`src/rtl/spi_cfg_loader.sv`:
```
// SPI mode-0 configuration loader for the SNN core: 16-bit frames write weights,
// thresholds, leak and enable registers; commit one clk after the 16th sampled edge.
// Optional readback of the addressed register on spi_cipo when SPI_READBACK_EN is defined.
module spi_cfg_loader (
  input  logic        clk,
  input  logic        rst,
  input  logic        spi_sck,
  input  logic        spi_cs_n,
  input  logic        spi_copi,
  output logic        spi_cipo,
  output logic [71:0] weights,
  output logic [23:0] thresholds,
  output logic [7:0]  leak,
  output logic        core_en,
  output logic        cfg_wr
);

  localparam logic [6:0] LAST_ADDR = 7'd13;

  // synchronizer stages; index 0 is the flop nearest the pin
  logic [2:0]  sck_q;
  logic [1:0]  cs_n_q;
  logic [1:0]  copi_q;

  logic        sck_rise;
  logic        cs_n_s;
  logic        copi_s;

  logic [3:0]  bitcnt_q;
  logic [15:0] shift_q;
  logic [15:0] shift_d;
  logic        pend_q;
  logic [15:0] frame_q;

  logic [71:0] weights_q;
  logic [23:0] thresholds_q;
  logic [7:0]  leak_q;
  logic        core_en_q;
  logic        cfg_wr_q;

  logic [6:0]  wr_addr;
  logic [7:0]  wr_data;

  assign sck_rise = sck_q[1] & ~sck_q[2];
  assign cs_n_s   = cs_n_q[1];
  assign copi_s   = copi_q[1];
  assign shift_d  = {shift_q[14:0], copi_s};
  assign wr_addr  = frame_q[14:8];
  assign wr_data  = frame_q[7:0];

  // Bring the asynchronous SPI pins into the clk domain
  always_ff @(posedge clk) begin
    if (rst) begin
      sck_q  <= 3'b000;
      cs_n_q <= 2'b11;
      copi_q <= 2'b00;
    end else begin
      sck_q  <= {sck_q[1:0], spi_sck};
      cs_n_q <= {cs_n_q[0], spi_cs_n};
      copi_q <= {copi_q[0], spi_copi};
    end
  end

  // Shift in frame bits; a deselect at any point throws away the partial frame
  always_ff @(posedge clk) begin
    if (rst) begin
      bitcnt_q <= 4'd0;
      shift_q  <= 16'd0;
      pend_q   <= 1'b0;
      frame_q  <= 16'd0;
    end else begin
      pend_q <= 1'b0;
      if (cs_n_s) begin
        bitcnt_q <= 4'd0;
        shift_q  <= 16'd0;
      end else if (sck_rise) begin
        shift_q  <= shift_d;
        bitcnt_q <= bitcnt_q + 4'd1;
        if (bitcnt_q == 4'd15) begin
          pend_q  <= 1'b1;
          frame_q <= shift_d;
        end
      end
    end
  end

  // Commit a completed write frame to the register file and pulse cfg_wr
  always_ff @(posedge clk) begin
    if (rst) begin
      weights_q    <= 72'd0;
      thresholds_q <= 24'h101010;
      leak_q       <= 8'd0;
      core_en_q    <= 1'b0;
      cfg_wr_q     <= 1'b0;
    end else begin
      cfg_wr_q <= 1'b0;
      if (pend_q && frame_q[15] && (wr_addr <= LAST_ADDR)) begin
        cfg_wr_q <= 1'b1;
        for (int k = 0; k < 9; k++) begin
          if (wr_addr == 7'(k)) weights_q[8*k +: 8] <= wr_data;
        end
        for (int n = 0; n < 3; n++) begin
          if (wr_addr == 7'(9 + n)) thresholds_q[8*n +: 8] <= wr_data;
        end
        if (wr_addr == 7'd12) leak_q <= wr_data;
        if (wr_addr == 7'd13) core_en_q <= wr_data[0];
      end
    end
  end

  assign weights    = weights_q;
  assign thresholds = thresholds_q;
  assign leak       = leak_q;
  assign core_en    = core_en_q;
  assign cfg_wr     = cfg_wr_q;

`ifdef SPI_READBACK_EN
  logic       sck_fall;
  logic [6:0] rd_addr;
  logic [7:0] rd_val;
  logic [7:0] out_q;
  logic       cipo_q;
  logic       rd_act_q;

  assign sck_fall = ~sck_q[1] & sck_q[2];
  // address is complete once the 8th bit lands: first bit sits in shift_q[6]
  assign rd_addr  = {shift_q[5:0], copi_s};

  // Register file read mux; unmapped addresses read as zero
  always_comb begin
    rd_val = 8'd0;
    for (int k = 0; k < 9; k++) begin
      if (rd_addr == 7'(k)) rd_val = weights_q[8*k +: 8];
    end
    for (int n = 0; n < 3; n++) begin
      if (rd_addr == 7'(9 + n)) rd_val = thresholds_q[8*n +: 8];
    end
    if (rd_addr == 7'd12) rd_val = leak_q;
    if (rd_addr == 7'd13) rd_val = {7'd0, core_en_q};
  end

  // Load the shifter after the address phase, advance it on falls after edges 9..15
  always_ff @(posedge clk) begin
    if (rst) begin
      out_q    <= 8'd0;
      cipo_q   <= 1'b0;
      rd_act_q <= 1'b0;
    end else if (cs_n_s) begin
      out_q    <= 8'd0;
      cipo_q   <= 1'b0;
      rd_act_q <= 1'b0;
    end else if (sck_rise && (bitcnt_q == 4'd7) && !shift_q[6]) begin
      out_q    <= rd_val;
      cipo_q   <= rd_val[7];
      rd_act_q <= 1'b1;
    end else if (sck_fall && rd_act_q) begin
      if (bitcnt_q == 4'd0) begin
        rd_act_q <= 1'b0;
        cipo_q   <= 1'b0;
        out_q    <= 8'd0;
      end else if (bitcnt_q >= 4'd9) begin
        out_q  <= {out_q[6:0], 1'b0};
        cipo_q <= out_q[6];
      end
    end
  end

  assign spi_cipo = cipo_q;
`else
  assign spi_cipo = 1'b0;
`endif

endmodule

```
`config.mk`:
```
export PLATFORM = sky130hd
export DESIGN_NAME = spi_cfg_loader
export DESIGN_NICKNAME = d
export VERILOG_FILES = /design/src/rtl/spi_cfg_loader.sv
export SDC_FILE = /design/constraint.sdc
export NUM_CORES = 1
export LEC_CHECK = 0
export CAP_MARGIN = 20
export CORE_MARGIN = 2
export CORE_UTILIZATION = 45
export DETAILED_ROUTE_END_ITERATION = 6
export MAX_ROUTING_LAYER = met4
export PLACE_DENSITY = 0.71
export SLEW_MARGIN = 20
export SYNTH_ARGS = -nofsm -noshare
export SYNTH_HDL_FRONTEND = slang
export SYNTH_SLANG_ARGS = --single-unit
export TNS_END_PERCENT = 5
```
`constraint.sdc`:
```
create_clock -name clk -period 2 [get_ports clk]
set_clock_uncertainty 0.1 [all_clocks]
set_input_delay 0.3 -clock clk [delete_from_list [all_inputs] [get_ports clk]]
set_output_delay 0.3 -clock clk [all_outputs]
set_load 0.03 [all_outputs]
```
## Word-level counts from Yosys, hierarchy flattened

Index checks and enable logic that the tools add are counted.

| cells by class | value |
|---|---|
| add/sub/neg operators | 1 |
| order comparisons | 1 |
| equal/unequal tests | 14 |
| mux-type cells | 2 |
| bitwise operators | 4 |
| reduce and logical (&&, ||, !) cells | 20 |

Operator list:

| cell | number |
|---|---|
| == test 7 x 4 -> 1 bit (second input constant) | 6 |
| == test 7 x 3 -> 1 bit (second input constant) | 4 |
| AND reduction 2 bit | 14 |
| == test 7 x 2 -> 1 bit (second input constant) | 2 |
| == test 7 x 1 -> 1 bit (second input constant) | 1 |
| less-or-equal comparator 7 x 4 -> 1 bit (second input constant) | 1 |
| zero test 7 bit | 1 |
| adder 4 x 1 -> 4 bit (second input constant) | 1 |
| == test 4 bit (second input constant) | 1 |
| NOT 1 bit | 3 |
| AND reduction 3 bit | 1 |
| OR reduction 3 bit | 1 |
| logical AND 1 bit | 2 |
| two-way mux 1 bit | 2 |
| OR reduction 2 bit | 1 |
| bitwise AND 1 bit | 1 |

| storage, ports and cells | value |
|---|---|
| register bits after elaboration | 149 |
| word-level logic and storage cells | 64 |

## Depth between registers and ports, before layout

Gate-level depths: netlist of run 1.

| depth | value |
|---|---|
| depth in word-level cells | 4 |
| gate-level depth with buffers | 6 |
| depth with buffers taken out | 4 |

## Worst setup path after synthesis of run 1

OpenSTA, ideal clock, no wires.

| timing | value |
|---|---|
| path type | flip-flop to flip-flop |
| start | register frame_q[12] |
| end | register leak_q[0] (netlist: leak[0]) |
| library setup time | 0.132 ns |
| arrival | 1.263 ns |
| slack | 0.505 ns |
| cell stages (with the launch flop) | 5 |
| path buffers | 1 |
| period minus slack after synthesis | 1.495 ns |
| cell sequence | dfxtp_1 nor3b_2 buf_6 nand3_2 mux2i_1 |

| on the way | value |
|---|---|
| cells in the longest elaborated chain, start to end | 3 |
| elaborated cells on any way between the ends | 4 |

Ends and longest elaborated chain:

| element | line | text |
|---|---|---|
| from (decl) | 33 | `logic [15:0] frame_q;` |
| from (signal assigned) | 81 | `frame_q <= shift_d;` |
| less-or-equal comparator 7 x 4 -> 1 bit | 97 | `if (pend_q && frame_q[15] && (wr_addr <= LAST_ADDR)) begin` |
| logical AND 1 bit | 97 |  |
| AND reduction 2 bit (no source line) (*) | n/a |  |
| to (signal assigned) | 105 | `if (wr_addr == 7'd12) leak_q <= wr_data;` |
| to (decl) | 37 | `logic [7:0] leak_q;` |

Every way passes the cells marked *; elsewhere a longest branch is shown, timed or not.
A chain may end at the register's enable or synchronous reset.

## Final worst setup path of run 1

| timing | value |
|---|---|
| start | register weights_q[39] (netlist: weights[39]) |
| end | output weights[39] |

RTL lines:

| element | line | text |
|---|---|---|
| from (decl) | 35 | `logic [71:0] weights_q;` |
| from (signal, indexed assignment) | 100 | `if (wr_addr == 7'(k)) weights_q[8*k +: 8] <= wr_data;` |
| to (decl) | 11 | `output logic [71:0] weights,` |

No word-level cell between the ends.

==> results of run 1 <==
-- through the flow --
step	setup WS [ns]	total power, W	area (um^2)
final	0.131	0.00646	7650
after global routing	0.0913	0.00665	7650
after CTS	0.110	0.00651	7650
after detailed placement	0.275	0.00314	7020
after global placement	0.360	0.00314	7020
after floorplan	0.505	0.00312	5750
-- cell families after synthesis --
kind of cell               Yosys count  share of synthesized area [%]
buffers and inverters               40                           2.94
xor gates and xnor gates             2                          0.304
DFF                                149                           51.8
other                                1                         0.0652
adders and majority gates            1                          0.217
muxes                              105                           18.3
AOI/OAI and AO/OA                   51                           4.48
and+or+nand+nor                    206                           21.9
-- final cells by class --
cell class              instances  area [um^2]  area share (%)
well taps                     172          215            2.81
clock inverters                 9          148            1.93
flip-flops and latches        149         2980            39.0
repair buffers                124         1220            15.9
multi-input cells             366         2600            34.0
clock buffers                  23          488            6.38
-- final timing paths --
check | start | end | slack, ns | depth (start not counted)
hold / removal | rst | frame_q[11]$_SDFFE_PP0P_ | 0.12 | 2
setup / recovery | weights[39]$_SDFFE_PP0P_ | weights[39] | 0.13 | 1
setup reg to reg | frame_q[8]$_SDFFE_PP0P_ | weights[38]$_SDFFE_PP0P_ | 0.24 | 3
hold reg to reg | cs_n_q[0]$_SDFF_PP1_ | cs_n_q[1]$_SDFF_PP1_ | 0.31 | 1
-- Yosys cell counts, types with 7 or more instances --
master	count
nand2b_1	111
nand3_1	17
clkbuf_1	33
nand2_1	33
o21ai_0	17
nor2_1	7
dfxtp_1	149
a21oi_1	33
nand3_2	9
nor2b_1	10
mux2i_1	105
-- registers in the layout, summed over array words and instances (netlist names) --
signal	count
copi_q	2
core_en	1
sck_q	3
cfg_wr	1
leak	8
weights	72
bitcnt_q	4
thresholds	24
frame_q	16
pend_q	1
cs_n_q	2
shift_q	15
-- layer usage --
| layer | wire length [um] | up-vias | track usage (%) |
|---|---|---|---|
| li1 | - | 2070 | - |
| met1 | 6030 | 2061 | 26.2 |
| met2 | 6850 | 88 | 35.6 |
| met3 | 474 | 13 | 3.76 |
| met4 | 211 | 0 | 8.47 |
| met5 | 0 | - | - |
-- power by group through the flow --
stage / sequential [W] / combinational (W) / clock (W)
finish: 0.00298 / 0.0000986 / 0.00338
global route: 0.00298 / 0.000108 / 0.00356
CTS: 0.00298 / 0.0000992 / 0.00343
detailed placement: 0.00304 / 0.0000988 / 0
global placement: 0.00304 / 0.0000971 / 0
floorplan: 0.00304 / 0.0000784 / 0
==> results.cfg, run 1 <==
[critical_path]
path_buf_inv = 1
start_kind = register
crit_arrival_ns = 1.47
crit_family = buffers and inverters
crit_fanout = 2
critical_path_required_ns = 1.60
slowest_delay_ns = 0.69
path_cells = clkdlybuf4s50_1
slowest_stage = clkdlybuf4s50_1
criticalPathCategory = reg -> out
crit_path_end_kind = output port

[power]
vdd_ir_drop_max_v = 0.000583
power.share.switching_pct = 18.9
comb_power_share_pct = 1.5
p_int_w = 0.00524
p_seq_share_pct = 46.1
power_density_nw_per_um2 = 844
power_leakage_nw = 3.22
net-switching-power_w = 0.00122
pwr-share-clk_pct = 52.4

[floorplan]
core_um2 = 12600
die_y_um = 117
top_level_ports = 112
dieArea_um2 = 13700
initial_core_util_pct = 45.8
die_x_um = 117
rows = 41

[sta]
finalSetupViolCount = 0
slew_viol_final = 0
fin_crit_sh_pct = 93.5
finalHoldViolations = 0
rsz0062_at_grt = false
fin_setup_tns_ns = 0
max_slew_margin_pct = 57.8
fmax_mhz = 535
worst_pin_slew_ns = 0.633
whs_ns = 0.125
min_period_ns = 1.87

[final_layout]
final_cell_mix = dfxtp_1, nand2b_1, clkdlybuf4s50_1
utilization_pct = 60.9
diodes = 0
fin_cells = 843
layout_commonest_cell = dfxtp_1
area_delta_synth_final_pct = 33.0
nNetsFinal = 664
num-fill-cells = 1068
drive_gt1_share_pct = 9.24

[logic_synthesis]
async_flop_share_pct = 0
synth_area_leaders = dfxtp_1, mux2i_1, nand2b_1
yosys_register_bits = 149
ys_warn_count = 0
synth-main-ff-cell = dfxtp_1
synth_area_leader_cell = dfxtp_1
synth_cell_type_count = 32
synth_edf_count = 0
syn_inst = 555
avgSynthCellArea_um2 = 10.4
syn-num-nets = 561
yosysSeqAreaShare_pct = 51.8
syn_area_um2 = 5750
synth_top_area_share_pct = 51.8

[drt]
drc = 0
vias = 4232
drtIter0Drc = 206
dr.pass1.iters = 4
drtAntennaViolNets = 0
wl_per_cell_um = 16.1
wl_mm = 13.6
via_per_inst = 5.02

[clock_tree]
worstSkewPairLatency_ns = 0.42
clk_pin_slew_ns = 0.06
cts.htree.levels = 4
cts-root-buf = clkbuf_16
cts_setup_buffers = 0
tritoncts = built
cts_hold_buf = 0
cts_made_buffers = 17
clk_path_buf_depth = 2
postCtsResizedCells = 0
cts.sinks = 149

[run_status]
status = completed

[min_path]
hold_path_class = in -> reg

[run]
drv_cap = 0

[place]
portBuffers = 110
gp_congestion = 0.748
dp.cells = 811
hpwl_mm = 9.27

[global_routing]
first_global_vias = 4181
grt_max_degree = 51
antenna_found_initial = 0
grt_overflow = 0
grt.total_usage_pct = 21.5
grt_pass1_wl_mm = 21.7
No activity file was read; power rests on OpenSTA's default activity.
==> inputs of run 2 (changes only) <==
Settings changed: CORE_MARGIN 2 to unset.
==> run 2 against run 1 <==
- clock power is 4% lower
- maximum frequency is 0.67% lower
- power decreased by 2.0%
- critical path depth did not move
- worst hold slack improved by 0.077 ns
- largest power group unchanged
- sequential power is essentially flat
- clock-buffer cell count is 4 higher
- combinational power increased by 5%
- non-clock buffer count rose by 6
- sequential cell count unchanged
- via count is 2.4% higher
- die area down 3.4%
==> results.cfg, run 2 (synthesized netlist as in run 1, its figures left out) <==
[critical_path]
crit_fanout = 2
crit_arrival_ns = 1.48
criticalPathCategory = reg -> out
path_buf_inv = 1
crit_path_end_kind = output port
slowest_delay_ns = 0.72
crit_family = buffers and inverters
start_kind = register
path_cells = clkdlybuf4s50_1
slowest_stage = clkdlybuf4s50_1
critical_path_required_ns = 1.60

[global_routing]
grt_overflow = 0
grt_pass1_wl_mm = 21.9
first_global_vias = 4187
grt_max_degree = 37
grt.total_usage_pct = 22.4
antenna_found_initial = 0

[clock_tree]
worstSkewPairLatency_ns = 0.41
cts.htree.levels = 4
clk_path_buf_depth = 2
cts.sinks = 149
cts_made_buffers = 17
cts-root-buf = clkbuf_16
cts_setup_buffers = 0
clk_pin_slew_ns = 0.06
cts_hold_buf = 0
tritoncts = built
postCtsResizedCells = 0

[final_layout]
drive_gt1_share_pct = 9.33
diodes = 0
final_cell_mix = dfxtp_1, nand2b_1, clkdlybuf4s50_1
area_delta_synth_final_pct = 32.9
nNetsFinal = 670
num-fill-cells = 1027
layout_commonest_cell = dfxtp_1
largest_reg_flops = 72
fin_area_um2 = 7640

[power]
vdd_ir_drop_max_v = 0.000444
power_density_nw_per_um2 = 828
power_leakage_nw = 3.23

[floorplan]
die_y_um = 115
core_um2 = 12300
rows = 40
top_level_ports = 112
die_x_um = 115
initial_core_util_pct = 46.9
dieArea_um2 = 13200

[drt]
drtAntennaViolNets = 0
wl_per_cell_um = 16.3
drc = 0
drtIter0Drc = 304
vias = 4334
wl_mm = 13.8
via_per_inst = 5.14
dr.pass1.iters = 4

[sta]
fin_setup_tns_ns = 0
finalSetupViolCount = 0
rsz0062_at_grt = false
max_slew_margin_pct = 54.9
finalHoldViolations = 0
fmax_mhz = 531
fin_crit_sh_pct = 94.1
slew_viol_final = 0
min_period_ns = 1.88
worst_pin_slew_ns = 0.677

[min_path]
hold_path_class = in -> reg

[run_status]
status = completed

[place]
portBuffers = 110
hpwl_mm = 9.16
gp_congestion = 0.735
placed_area_um2 = 7040

[run]
drv_cap = 0
run 2: cell type report:
class                           count  area (um^2)  area share (%)
Sequential cell                   149         2980            39.0
Multi-Input combinational cell    366         2600            34.0
Timing Repair Buffer              130         1250            16.3
Clock buffer                       27          513            6.71
Tap cell                          168          210            2.75
Clock inverter                      3         90.1            1.18
run 2: routing by layer:
metal	track usage, %	up-vias	wire length [um]
met5	-	-	0
met4	9.18	0	278
met3	4.43	22	635
met2	35.9	139	6670
met1	27.7	2099	6200
li1	-	2074	-
run 2: power breakdown:
group          leakage, nW  switching [W]  internal [W]
sequential            1.20     0.00000318       0.00298
clock                0.294        0.00113       0.00212
combinational         1.73      0.0000522     0.0000519
total                 3.23        0.00118       0.00515
run 2: worst paths after layout:
path | depth (start not counted) | slack [ns] | from | to
setup reg to reg | 3 | 0.27 | frame_q[11]$_SDFFE_PP0P_ | thresholds[3]$_SDFFE_PP0P_
hold / removal | 2 | 0.20 | rst | sck_q[2]$_SDFF_PP0_
hold reg to reg | 1 | 0.32 | cs_n_q[0]$_SDFF_PP1_ | cs_n_q[1]$_SDFF_PP1_
setup / recovery | 1 | 0.12 | leak[7]$_SDFFE_PP0P_ | leak[7]
run 2: stage by stage:
step	utilization, %	std cells	hold slack, ns	total power, W	worst slack, ns
global placement	57.4	813	0.296	0.00315	0.322
finish	62.3	843	0.201	0.00633	0.118
global route	62.3	843	0.214	0.00651	0.0786
floorplan	-	555	0.289	0.00312	0.505
detailed placement	57.4	813	0.309	0.00315	0.281
CTS	62.3	843	0.182	0.00637	0.0899
==> inputs of run 3 (changes only) <==
Settings changed: RECOVER_POWER set to 25.
==> run 3 against run 2 <==
- sequential share of layout area increased by 0.22 points
- maximum frequency decreased by 0.45%
- critical endpoint unchanged
- utilization decreased by 0.35 points
- global-route usage unchanged
- combinational power about the same
- worst hold slack improved by 0.12 ns
- critical path depth unchanged
- worst setup slack got worse by 0.0085 ns
- wire length increased by 0.26%
- critical path type unchanged
- die area unchanged
==> results.cfg, run 3 (synthesized netlist as in run 1, its figures left out) <==
[critical_path]
crit_family = buffers and inverters
crit_arrival_ns = 1.49
slowest_stage = clkdlybuf4s50_1
start_kind = register
cp.depth = 1
crit_path_end_kind = output port
path_cells = clkdlybuf4s50_1
critical_path.endpoint = leak[7]
crit_path_start = leak[7]$_SDFFE_PP0P_
path_buf_inv = 1
critical_path_required_ns = 1.60
crit_fanout = 2
rr_worst_depth = 4
slowest_delay_ns = 0.73
r2r_end = weights[58]$_SDFFE_PP0P_
criticalPathCategory = reg -> out
r2r_start = frame_q[12]$_SDFFE_PP0P_
r2r_slack_ns = 0.14

[min_path]
hold_path_class = reg -> reg
hp-start = cs_n_q[0]$_SDFF_PP1_

[clock_tree]
clk_pin_slew_ns = 0.06
cts_setup_buffers = 0
cts_made_buffers = 17
cts_hold_buf = 0
cts.htree.levels = 4
cts-root-buf = clkbuf_16
tritoncts = built
clk_path_buf_depth = 2
cts.sinks = 149
postCtsResizedCells = 0
worstSkewPairLatency_ns = 0.40

[drt]
vias = 4320
via_per_inst = 5.12
drtIter0Drc = 289
wl_mm = 13.8
dr.pass1.iters = 4
drc = 0
wl_per_cell_um = 16.4
drtAntennaViolNets = 0

[power]
finalPower_w = 0.00633
vdd_ir_drop_max_v = 0.000443
power_leakage_nw = 3.22
power_density_nw_per_um2 = 833

[final_layout]
area_delta_synth_final_pct = 32.1
final_cell_mix = dfxtp_1, nand2b_1, clkdlybuf4s50_1
nNetsFinal = 670
diodes = 0
fin_area_um2 = 7600
layout_commonest_cell = dfxtp_1
drive_gt1_share_pct = 7.85
largest_reg_flops = 72

[global_routing]
first_global_vias = 4187
grt_pass1_wl_mm = 21.9
grt.met2_usage_pct = 35.9
antenna_found_initial = 0
grt_overflow = 0
grt.busiest_layer = met2
grt_max_degree = 37
grtUsageMet1_pct = 27.7
grtUsageMet3_pct = 4.43
grt.total_usage_pct = 22.4

[sta]
rsz0062_at_grt = false
whs_ns = 0.320
fin_setup_tns_ns = 0
fmax_mhz = 529
fin_crit_sh_pct = 94.5
worst_pin_slew_ns = 0.891
min_period_ns = 1.89
finalSetupViolCount = 0
finalHoldViolations = 0
slew_viol_final = 0
max_slew_margin_pct = 40.6

[floorplan]
initial_core_util_pct = 46.9
core_um2 = 12300
rows = 40
top_level_ports = 112
dieArea_um2 = 13200
die_y_um = 115
die_x_um = 115

[place]
portBuffers = 110
hpwl_mm = 9.16
gp_congestion = 0.735
placed_area_um2 = 7040

[run]
drv_cap = 0

[run_status]
status = completed
==> run 3: per-layer routing <==
layer | vias up | wire length (um)
li1 | 2076 | -
met1 | 2087 | 6300
met2 | 132 | 6590
met3 | 25 | 629
met4 | 0 | 303
met5 | - | 0
==> run 3: how the worst min path moves through the flow <==
stage	to	slack [ns]	depth (start not counted)
6_report	cs_n_q[1]$_SDFF_PP1_	0.32	1
5_1_grt	cs_n_q[1]$_SDFF_PP1_	0.34	1
4_1_cts	sck_q[2]$_SDFF_PP0_	0.18	2
3_5_place_dp	cs_n_q[1]$_SDFF_PP1_	0.31	1
3_3_place_gp	cs_n_q[1]$_SDFF_PP1_	0.30	1
2_1_floorplan	cs_n_q[1]$_SDFF_PP1_	0.29	1
==> run 3: where the power goes <==
part | switching [W] | total [W] | internal, W | leakage, nW
registers | 0.00000319 | 0.00298 | 0.00298 | 1.20
clock network | 0.00113 | 0.00325 | 0.00212 | 0.294
logic | 0.0000524 | 0.000103 | 0.0000502 | 1.73
==> run 3: cell type report <==
cell class,count,area [um^2]
Clock buffer,27,513
Clock inverter,3,90.1
Fill cell,1034,4660
Multi-Input combinational cell,366,2570
Sequential cell,149,2980
Tap cell,168,210
Timing Repair Buffer,130,1240
==> run 3: metrics by stage <==
step | cells | util (%) | worst slack [ns]
2_1_floorplan | 555 | - | 0.505
3_3_place_gp | 813 | 57.4 | 0.322
3_5_place_dp | 813 | 57.4 | 0.281
4_1_cts | 843 | 62.3 | 0.0899
5_1_grt | 843 | 62.0 | 0.0658
6_report | 843 | 62.0 | 0.110
